$ cat src/rtl/keypad_matrix_scanner_if.sv
// Keypad matrix scanner interface: board matrix pins plus the debounced
// key levels, strobe and code delivered to the game top.
// master: the scanner (drives columns and key outputs, reads rows).
// slave:  the board/consumer side (drives rows, reads everything else).
interface keypad_matrix_scanner_if;
  logic [3:0] KEY_ROW;
  logic [2:0] KEY_COL;
  logic [9:0] Keypad;
  logic       KeypadHash;
  logic       KeypadStar;
  logic       key_strobe;
  logic [3:0] key_code;
  logic       key_multi;

  modport master (
    input  KEY_ROW,
    output KEY_COL, Keypad, KeypadHash, KeypadStar, key_strobe, key_code, key_multi
  );

  modport slave (
    output KEY_ROW,
    input  KEY_COL, Keypad, KeypadHash, KeypadStar, key_strobe, key_code, key_multi
  );
endinterface

$ cat src/rtl/keypad_matrix_scanner.sv
// 4x3 keypad matrix scanner with whole-matrix debounce.
// Drives one column at a time for SCAN_DIV cycles, samples the synchronised
// rows into a 12-bit snapshot (bit r*3+c), and commits a snapshot only after
// DEBOUNCE_CNT identical full scans. A press from an idle keypad produces a
// one-cycle key_strobe and loads key_code with the lowest-code key.
// Optional feature macro: KEYPAD_AUTOREPEAT_EN (re-strobe every REPEAT_SCANS
// full scans while a non-zero committed state is held).
module keypad_matrix_scanner #(
  parameter int SCAN_DIV     = 50000,
  parameter int DEBOUNCE_CNT = 4,
  parameter int REPEAT_SCANS = 40
) (
  input  logic                    CLK,
  input  logic                    RST,
  keypad_matrix_scanner_if.master kp
);

  localparam int               DIV_W      = $clog2(SCAN_DIV);
  localparam logic [DIV_W-1:0] DIV_LAST   = DIV_W'(SCAN_DIV - 1);
  localparam logic [3:0]       STABLE_MAX = 4'(DEBOUNCE_CNT);

  // Parameter range checks at elaboration time.
  if (SCAN_DIV < 4) begin : g_bad_scan_div
    $error("SCAN_DIV must be >= 4");
  end
  if ((DEBOUNCE_CNT < 1) || (DEBOUNCE_CNT > 15)) begin : g_bad_debounce
    $error("DEBOUNCE_CNT must be in 1..15");
  end
  if (REPEAT_SCANS < 1) begin : g_bad_repeat
    $error("REPEAT_SCANS must be >= 1");
  end

  typedef enum logic [1:0] {
    S_IDLE = 2'd0,
    S_COL0 = 2'd1,
    S_COL1 = 2'd2,
    S_COL2 = 2'd3
  } state_t;

  // Lowest-code key present; priority 0,1..9,'*','#'. Snapshot index r*3+c.
  function automatic logic [3:0] lowest_code(input logic [11:0] m);
    logic [3:0] code;
    if      (m[10]) code = 4'd0;
    else if (m[0])  code = 4'd1;
    else if (m[1])  code = 4'd2;
    else if (m[2])  code = 4'd3;
    else if (m[3])  code = 4'd4;
    else if (m[4])  code = 4'd5;
    else if (m[5])  code = 4'd6;
    else if (m[6])  code = 4'd7;
    else if (m[7])  code = 4'd8;
    else if (m[8])  code = 4'd9;
    else if (m[9])  code = 4'd10;
    else if (m[11]) code = 4'd11;
    else            code = 4'd0;
    return code;
  endfunction

  // True when two or more bits are set (clearing the lowest set bit leaves some).
  function automatic logic many_keys(input logic [11:0] m);
    return (m & (m - 12'd1)) != 12'd0;
  endfunction

  logic [3:0]       row_meta_q, row_sync_q;
  state_t           state_q, state_d;
  logic [DIV_W-1:0] div_q, div_d;
  logic [2:0]       key_col_q, key_col_d;
  logic [1:0]       col_s;
  logic             sample_s;
  logic [11:0]      snap_q, snap_d;
  logic             snap_done_q, snap_done_d;
  logic [11:0]      prev_q, prev_d;
  logic [3:0]       stable_q, stable_d;
  logic             pend_q, pend_d;
  logic [11:0]      committed_q, committed_d;
  logic             strobe_q, strobe_d;
  logic [3:0]       code_q, code_d;
`ifdef KEYPAD_AUTOREPEAT_EN
  localparam int               REP_W    = $clog2(REPEAT_SCANS + 1);
  localparam logic [REP_W-1:0] REP_LAST = REP_W'(REPEAT_SCANS - 1);
  logic [REP_W-1:0] rep_q, rep_d;
`endif

  // Two-flop synchroniser for the asynchronous row returns.
  always_ff @(posedge CLK or posedge RST) begin
    if (RST) begin
      row_meta_q <= 4'b0000;
      row_sync_q <= 4'b0000;
    end else begin
      row_meta_q <= kp.KEY_ROW;
      row_sync_q <= row_meta_q;
    end
  end

  // Scan FSM state, column divider and registered column drive.
  always_ff @(posedge CLK or posedge RST) begin
    if (RST) begin
      state_q   <= S_IDLE;
      div_q     <= '0;
      key_col_q <= 3'b000;
    end else begin
      state_q   <= state_d;
      div_q     <= div_d;
      key_col_q <= key_col_d;
    end
  end

  // Scan FSM next state: each column held SCAN_DIV cycles, sample on the last.
  always_comb begin
    state_d  = state_q;
    div_d    = div_q;
    sample_s = 1'b0;
    col_s    = 2'd0;
    case (state_q)
      S_IDLE: begin
        state_d = S_COL0;
        div_d   = '0;
      end
      S_COL0, S_COL1, S_COL2: begin
        if (state_q == S_COL0) begin
          col_s = 2'd0;
        end else if (state_q == S_COL1) begin
          col_s = 2'd1;
        end else begin
          col_s = 2'd2;
        end
        if (div_q == DIV_LAST) begin
          div_d    = '0;
          sample_s = 1'b1;
          if (state_q == S_COL0) begin
            state_d = S_COL1;
          end else if (state_q == S_COL1) begin
            state_d = S_COL2;
          end else begin
            state_d = S_COL0;
          end
        end else begin
          div_d = div_q + 1'b1;
        end
      end
      default: begin
        state_d = S_IDLE;
        div_d   = '0;
      end
    endcase
    case (state_d)
      S_COL0:  key_col_d = 3'b001;
      S_COL1:  key_col_d = 3'b010;
      S_COL2:  key_col_d = 3'b100;
      default: key_col_d = 3'b000;
    endcase
  end

  // Snapshot, debounce, commit and strobe state registers.
  always_ff @(posedge CLK or posedge RST) begin
    if (RST) begin
      snap_q      <= 12'd0;
      snap_done_q <= 1'b0;
      prev_q      <= 12'd0;
      stable_q    <= 4'd0;
      pend_q      <= 1'b0;
      committed_q <= 12'd0;
      strobe_q    <= 1'b0;
      code_q      <= 4'd0;
`ifdef KEYPAD_AUTOREPEAT_EN
      rep_q       <= '0;
`endif
    end else begin
      snap_q      <= snap_d;
      snap_done_q <= snap_done_d;
      prev_q      <= prev_d;
      stable_q    <= stable_d;
      pend_q      <= pend_d;
      committed_q <= committed_d;
      strobe_q    <= strobe_d;
      code_q      <= code_d;
`ifdef KEYPAD_AUTOREPEAT_EN
      rep_q       <= rep_d;
`endif
    end
  end

  // Snapshot capture, whole-matrix debounce, commit and press strobe.
  always_comb begin
    snap_d      = snap_q;
    snap_done_d = sample_s && (state_q == S_COL2);
    prev_d      = prev_q;
    stable_d    = stable_q;
    pend_d      = 1'b0;
    committed_d = committed_q;
    strobe_d    = 1'b0;
    code_d      = code_q;

    if (sample_s) begin
      for (int r = 0; r < 4; r++) begin
        snap_d[r*3 + int'(col_s)] = row_sync_q[r];
      end
    end else begin
      snap_d = snap_q;
    end

    // A commit is only scheduled when the stable value differs from the
    // committed one, so a held key does not re-commit every scan.
    if (snap_done_q) begin
      if (snap_q == prev_q) begin
        if (stable_q >= STABLE_MAX) begin
          stable_d = STABLE_MAX;
        end else begin
          stable_d = stable_q + 4'd1;
        end
      end else begin
        stable_d = 4'd1;
        prev_d   = snap_q;
      end
      pend_d = (stable_d == STABLE_MAX) && (snap_q != committed_q);
    end else begin
      pend_d = 1'b0;
    end

    if (pend_q) begin
      committed_d = prev_q;
      if ((committed_q == 12'd0) && (prev_q != 12'd0)) begin
        strobe_d = 1'b1;
        code_d   = lowest_code(prev_q);
      end else begin
        strobe_d = 1'b0;
      end
    end else begin
      committed_d = committed_q;
    end

`ifdef KEYPAD_AUTOREPEAT_EN
    rep_d = rep_q;
    if (pend_q) begin
      rep_d = '0;
    end else if (snap_done_q && (committed_q != 12'd0)) begin
      if (rep_q == REP_LAST) begin
        rep_d    = '0;
        strobe_d = 1'b1;
        code_d   = lowest_code(committed_q);
      end else begin
        rep_d = rep_q + 1'b1;
      end
    end else begin
      rep_d = rep_q;
    end
`endif
  end

  assign kp.KEY_COL    = key_col_q;
  assign kp.key_strobe = strobe_q;
  assign kp.key_code   = code_q;
  assign kp.Keypad     = {committed_q[8:0], committed_q[10]};
  assign kp.KeypadStar = committed_q[9];
  assign kp.KeypadHash = committed_q[11];
  assign kp.key_multi  = many_keys(committed_q);

endmodule

$ cat src/flat_wrapper.sv
// flat-port wrapper written by rule: the top's interface ports become plain ports
module keypad_matrix_scanner_flat 
#(
  parameter int SCAN_DIV     = 50000,
  parameter int DEBOUNCE_CNT = 4,
  parameter int REPEAT_SCANS = 40
)
  (CLK, RST, kp_KEY_ROW, kp_KEY_COL, kp_Keypad, kp_KeypadHash, kp_KeypadStar, kp_key_strobe, kp_key_code, kp_key_multi);
  keypad_matrix_scanner_if kp_i ();
  input  logic CLK;
  input  logic RST;
  input wire logic [$bits(kp_i.KEY_ROW)-1:0] kp_KEY_ROW;
  output wire logic [$bits(kp_i.KEY_COL)-1:0] kp_KEY_COL;
  output wire logic [$bits(kp_i.Keypad)-1:0] kp_Keypad;
  output wire logic [$bits(kp_i.KeypadHash)-1:0] kp_KeypadHash;
  output wire logic [$bits(kp_i.KeypadStar)-1:0] kp_KeypadStar;
  output wire logic [$bits(kp_i.key_strobe)-1:0] kp_key_strobe;
  output wire logic [$bits(kp_i.key_code)-1:0] kp_key_code;
  output wire logic [$bits(kp_i.key_multi)-1:0] kp_key_multi;
  assign kp_i.KEY_ROW = kp_KEY_ROW;
  assign kp_KEY_COL = kp_i.KEY_COL;
  assign kp_Keypad = kp_i.Keypad;
  assign kp_KeypadHash = kp_i.KeypadHash;
  assign kp_KeypadStar = kp_i.KeypadStar;
  assign kp_key_strobe = kp_i.key_strobe;
  assign kp_key_code = kp_i.key_code;
  assign kp_key_multi = kp_i.key_multi;
  keypad_matrix_scanner #(.SCAN_DIV(SCAN_DIV), .DEBOUNCE_CNT(DEBOUNCE_CNT), .REPEAT_SCANS(REPEAT_SCANS)) u_core (.CLK(CLK), .RST(RST), .kp(kp_i));
endmodule
$ cat config.mk
export PLATFORM = sky130hd
export DESIGN_NAME = keypad_matrix_scanner_flat
export DESIGN_NICKNAME = d
export VERILOG_FILES = /design/src/rtl/keypad_matrix_scanner_if.sv /design/src/rtl/keypad_matrix_scanner.sv /design/src/flat_wrapper.sv
export SDC_FILE = /design/constraint.sdc
export NUM_CORES = 1
export LEC_CHECK = 0
export ABC_AREA = 1
export BUFFER_PORTS_ARGS = -buffer_cell sky130_fd_sc_hd__buf_2
export CAP_MARGIN = 20
export CORE_ASPECT_RATIO = 0.5
export CORE_MARGIN = 3
export CORE_UTILIZATION = 60
export DETAILED_ROUTE_END_ITERATION = 8
export GPL_ROUTABILITY_DRIVEN = 1
export GPL_TIMING_DRIVEN = 0
export PLACE_DENSITY_LB_ADDON = 0.2
export REMOVE_ABC_BUFFERS = 1
export SLEW_MARGIN = 10
export SYNTH_ARGS = -nofsm -noshare
export SYNTH_HDL_FRONTEND = slang
export SYNTH_SLANG_ARGS = --single-unit
$ cat constraint.sdc
create_clock -name CLK -period 4 [get_ports CLK]
set_clock_uncertainty 0.2 [all_clocks]
set_input_delay 0.6 -clock CLK [delete_from_list [all_inputs] [get_ports CLK]]
set_output_delay 0.6 -clock CLK [all_outputs]
set_load 0.1 [all_outputs]
; ---- Yosys cells after proc, flatten, opt, wreduce, memory -nomap -nowiden
; Index checks and enable logic that the tools add are counted.
[op_classes]
bitwise_logic = 2
n_eq_ne = 10
magnitude_cmp = 9
mux = 42
reduce_logical = 14
addsub = 6
[op_table]
columns = op, count
row1 = $ge 32x1->1 const B, 3
row2 = $lt 32x6->1 const B, 3
row3 = $mux 4, 15
row4 = $bwmux 12, 4
row5 = $pmux 16 s2, 1
row6 = $reduce_bool 12->1, 2
row7 = $add 16x1->16 const B, 1
row8 = $eq 16x16->1 const B, 1
row9 = $mux 16, 1
row10 = $and 12x12->12, 1
row11 = $demux 1 s4, 3
row12 = $eq 12x12->1, 1
row13 = $logic_not 12->1, 1
row14 = $mux 2, 6
row15 = $ne 12x12->1, 1
row16 = $sub 12x1->12 const B, 1
row17 = $mux 1, 9
row18 = $pmux 3 s3, 1
row19 = $eq 2x2->1 const B, 4
row20 = $logic_and 1x1->1, 7
row21 = $add 4x2->5 const A, 1
row22 = $lt 2x5->1 const B, 1
row23 = $add 3x2->4 const A, 1
row24 = $add 4x1->4 const B, 1
row25 = 11 further kinds, 13
[word_totals]
wordCells = 96
regBits = 76

; ---- Depth between registers and ports, before layout
[logic_depth]
ltp_word = 12
ltp_mapped = 13

; ---- Worst setup path before layout
; Ideal clock, no wire load.
[synth_path]
path_type = reg-to-output
start = reg u_core.committed_q[4]
end = out kp_key_multi
arrival_time_ns = 2.264
path_stages_with_launch = 7
setup_slack_ns = 0.936
required_ns = 3.200
n_path_buf = 0
path_cell_list = dfrtp_1 inv_1 nand4_1 nor2_4 o211ai_1 nor2_1 nand2_1
[synth_between]
elab_chain_len = 3
[synth_rtl]
columns = element, line
row1 = from (decl), keypad_matrix_scanner.sv:75  ; logic [11:0] committed_q, committed_d;
row2 = from (signal assigned), keypad_matrix_scanner.sv:174  ; committed_q <= committed_d;
row3 = $sub 12x1->12, keypad_matrix_scanner.sv:61  ; return (m & (m - 12'd1)) != 12'd0;
row4 = $and 12x12->12 *, keypad_matrix_scanner.sv:61
row5 = $reduce_bool 12->1 *, keypad_matrix_scanner.sv:61
row6 = to (decl), flat_wrapper.sv:19  ; output wire logic [$bits(kp_i.key_multi)-1:0] kp_key_multi;
; Mark *: on every way between the ends. The rest lies on a longest branch, timed or not.

; ---- Final worst setup path
[layout_path]
start = reg u_core.committed_q[3]
end = out kp_key_multi
; The elaborated chain is that of the path after synthesis.

==> results.py <==
metrics = {
    "timing": {
        "slew_headroom_pct": 50.1,
        "setup-tns-final_ns": 0,
        "worst_slew_pin_slew_ns": 0.748,
        "fmax_mhz": 359,
        "min_period_over_period_pct": 69.5,
        "period_minus_slack_ns": 2.78,
        "slew_viol_final": 0,
        "setup_viol": 0,
        "finalHoldViolCount": 0,
        "grt_setup_unrepaired": "no",
    },
    "clocking": {
        "cts_resized": 0,
        "root_buffer": "clkbuf_16",
        "cts_setup_buffers": 0,
        "clk_latency_ns": 0.34,
        "cts_hold_buffers": 0,
        "max-clock-path-buffers": 2,
        "cts_buffers": 9,
        "clkSinkCount": 76,
        "cts_tree": "built",
        "cts-htree-levels": 3,
        "path_clk_slew_ns": 0.06,
    },
    "finish": {
        "n_fill_cell": 431,
        "drive_above_1_share_pct": 12.5,
        "multi_input_area_mm2": 0.00169,
        "post-route-util_pct": 75.5,
        "diodes": 0,
        "register_area_mm2": 0.00190,
        "fin_area_mm2": 0.00441,
        "syn2layout_area_growth_pct": 14.3,
        "finalNonFillerCells": 598,
        "nNetsFinal": 525,
    },
    "yosys": {
        "netlist_area_mm2": 0.00386,
        "syn_area_per_cell_um2": 8.13,
        "synth_area_leaders": "dfrtp_1 (49%), nand2_1 (12%), inv_1 (6.1%)",
        "synth-compound-area-share_pct": 11.1,
        "synth_xor_area_share_pct": 3.18,
        "seq_area_frac_synth_pct": 49.3,
        "synth_top_family_by_area": "simple AND/OR/NAND/NOR gates",
        "synth_area_leader_cell": "dfrtp_1",
        "synthMuxAreaShare_pct": 0,
        "yosysWarningCount": 0,
        "yosys.area_share.simple_pct": 26.2,
        "synth_cell_types": 30,
        "synthAdderAreaFrac_pct": 3.24,
        "yosysTopAreaCellShare_pct": 49.3,
        "syn_inst": 475,
        "ys_ff_latch": 76,
    },
    "placement": {
        "dpl.hpwl_um": 5650,
        "place_area_mm2": 0.00410,
        "portBuffers": 26,
        "gp_congestion": 0.938,
        "dp.cells": 582,
    },
    "worst_setup_path": {
        "rr_endpoint": "u_core.snap_q[0]$_DFFE_PP0P_",
        "r2r_slack_ns": 1.77,
        "path_buf_inv": 1,
        "cp_max_fo": 6,
        "required_ns": 3.20,
        "critPathCaptureType": "output port",
        "crit_chain": "nor2_1 > nand4_1 > o21ai_0 > nand4_1 > nor2_1 > nand2_1 > buf_2",
        "max_stage_delay_ns": 0.45,
        "r2r_cells": 9,
        "worstPathArrival_ns": 1.98,
        "crit_slowest_cell": "dfrtp_1",
        "worstSetupPathType": "flip-flop to output port",
        "worstReg2RegStart": "u_core.state_q[0]$_DFF_PP0_",
        "path_delay_family": "simple AND/OR/NAND/NOR gates",
        "start_kind": "flip-flop",
    },
    "status": {
        "status": "completed",
    },
    "floorplanning": {
        "rows": 19,
        "die_w_um": 119,
        "core_area_mm2": 0.00585,
        "initial_core_util_pct": 66.0,
        "die_h_um": 62.7,
        "dieArea_mm2": 0.00749,
        "io_pins": 27,
    },
    "detailed_routing": {
        "wl_per_cell_um": 14.2,
        "vias_per_cell": 5.47,
        "postRouteAntennaNets": 0,
        "drt-total-wl_um": 8480,
        "drt_first_iter_violations": 277,
        "drc_errors": 0,
        "first_pass_iters": 4,
        "vias": 3271,
    },
    "run": {
        "drv_cap": 0,
    },
    "global_routing": {
        "grt.overflow.total": 0,
        "antenna_found_initial": 0,
        "grt_pass1_vias": 3210,
        "grt_pass1_wl_um": 15000,
        "grt_max_degree": 49,
        "grtUsageTotal_pct": 25.2,
    },
    "pwr": {
        "ir_drop_mv": 0.269,
        "p_leak_uw": 0.00223,
        "power_density_mw_per_mm2": 376,
    },
    "min_path": {
        "hp-class": "primary input to async pin",
    },
}
## synth_stat cells
master / count
a31oi_1: 3
nand2_2: 3
or2_0: 1
ha_1: 10
nor3_2: 3
nand4_1: 13
inv_1: 63
o211ai_1: 3
nor2_1: 51
o21a_1: 2
nand2_4: 1
nor2_2: 1
a211oi_1: 1
xnor2_1: 7
nand3_1: 26
nor3b_1: 1
dfrtp_1: 76
nor3_1: 8
xor2_1: 7
o21ai_2: 10
inv_2: 1
o22ai_1: 1
o21ai_0: 37
nand2_1: 124
clkbuf_1: 2
buf_6: 2
a32oi_1: 1
nor2_4: 2
a2bb2oi_1: 1
a21oi_1: 14
## cell type report
| class | count | share of cell area, % |
|---|---|---|
| well taps | 84 | 2.38 |
| inverters | 64 | 5.50 |
| clock buffers | 11 | 5.50 |
| clock inverters | 5 | 1.70 |
| repair buffers | 27 | 3.57 |
| flip-flops and latches | 76 | 43.1 |
| multi-input cells | 331 | 38.3 |
## cell families (layout without fill, tap and decap cells)
logic type      Yosys count  after routing
buf+inv                  68            107
compound gates           73             73
fa+ha+maj                10             10
simple gates            234            234
flops                    76             76
xor+xnor                 14             14
## where the power goes
group	internal (µW)	switching [µW]	total, µW	leakage (µW)
registers	773	3.97	777	0.00102
logic	5.43	16.3	21.8	0.00105
clock network	560	303	862	0.000159
## worst max-delay path by stage
| stage | start | endpoint | slack [ns] | cells after the start |
|---|---|---|---|---|
| floorplan | u_core.committed_q[4]$_DFFE_PP0P_ | kp_key_multi | 0.94 | 6 |
| global placement | RST | u_core.kp.key_code[0]$_DFFE_PP0P_ | 0.47 | 2 |
| detailed placement | u_core.committed_q[1]$_DFFE_PP0P_ | kp_key_multi | 1.67 | 7 |
| CTS | u_core.committed_q[1]$_DFFE_PP0P_ | kp_key_multi | 1.23 | 7 |
| global route | u_core.committed_q[1]$_DFFE_PP0P_ | kp_key_multi | 1.08 | 7 |
| finish | u_core.committed_q[3]$_DFFE_PP0P_ | kp_key_multi | 1.22 | 7 |
## worst reg2reg max path, stage by stage (launching register included)
cell and delay [ns]:
dfrtp_1 0.42, inv_1 0.13, ha_1 0.30, inv_1 0.15, ha_1 0.37, inv_1 0.08, o211ai_1 0.15, o21ai_0 0.13
nand3_1 0.12, nand2_1 0.07
## through the flow
| stage | setup slack (ns) | total power, µW | hold WS [ns] |
|---|---|---|---|
| floorplan | 0.936 | 802 | 0.131 |
| global route | 1.08 | 1720 | 0.0781 |
| finish | 1.22 | 1660 | 0.0562 |
| global placement | 0.468 | 809 | 0.132 |
| detailed placement | 1.67 | 813 | 0.136 |
| CTS | 1.23 | 1670 | 0.0649 |
## metal layers
layer | part of all wire [%] | global-route usage, % | vias to the layer above | wire (µm)
met5 | 0 | 0 | - | 0
met4 | 2.0 | 8.27 | 0 | 167
met3 | 6.1 | 6.78 | 26 | 514
met2 | 48 | 43.3 | 122 | 4090
met1 | 44 | 31.2 | 1521 | 3700
li1 | - | - | 1602 | -
## placed cells by master (no fill, tap or decap), drive strengths merged, types with 2 or more instances in the layout
| master | synthesis | routed |
|---|---|---|
| a21oi | 14 | 14 |
| a31oi | 3 | 3 |
| buf | 2 | 27 |
| bufinv | 0 | 2 |
| clkbuf | 2 | 11 |
| clkinv | 0 | 3 |
| dfrtp | 76 | 76 |
| ha | 10 | 10 |
| inv | 64 | 64 |
| nand2 | 128 | 128 |
| nand3 | 26 | 26 |
| nand4 | 13 | 13 |
| nor2 | 54 | 54 |
| nor3 | 11 | 11 |
| o211ai | 3 | 3 |
| o21a | 2 | 2 |
| o21ai | 47 | 47 |
| xnor2 | 7 | 7 |
| xor2 | 7 | 7 |
## flip-flops by register name (all words and copies together) (netlist names)
| register | flops |
|---|---|
| u_core.kp.key_code | 4 |
| u_core.committed_q | 12 |
| u_core.div_q | 16 |
| u_core.stable_q | 4 |
| u_core.pend_q | 1 |
| u_core.row_sync_q | 4 |
| u_core.row_meta_q | 4 |
| u_core.kp.key_strobe | 1 |
| u_core.snap_q | 12 |
| u_core.kp.KEY_COL | 3 |
| u_core.snap_done_q | 1 |
| u_core.prev_q | 12 |
| u_core.state_q | 2 |
(Power assumes the default switching activity.)
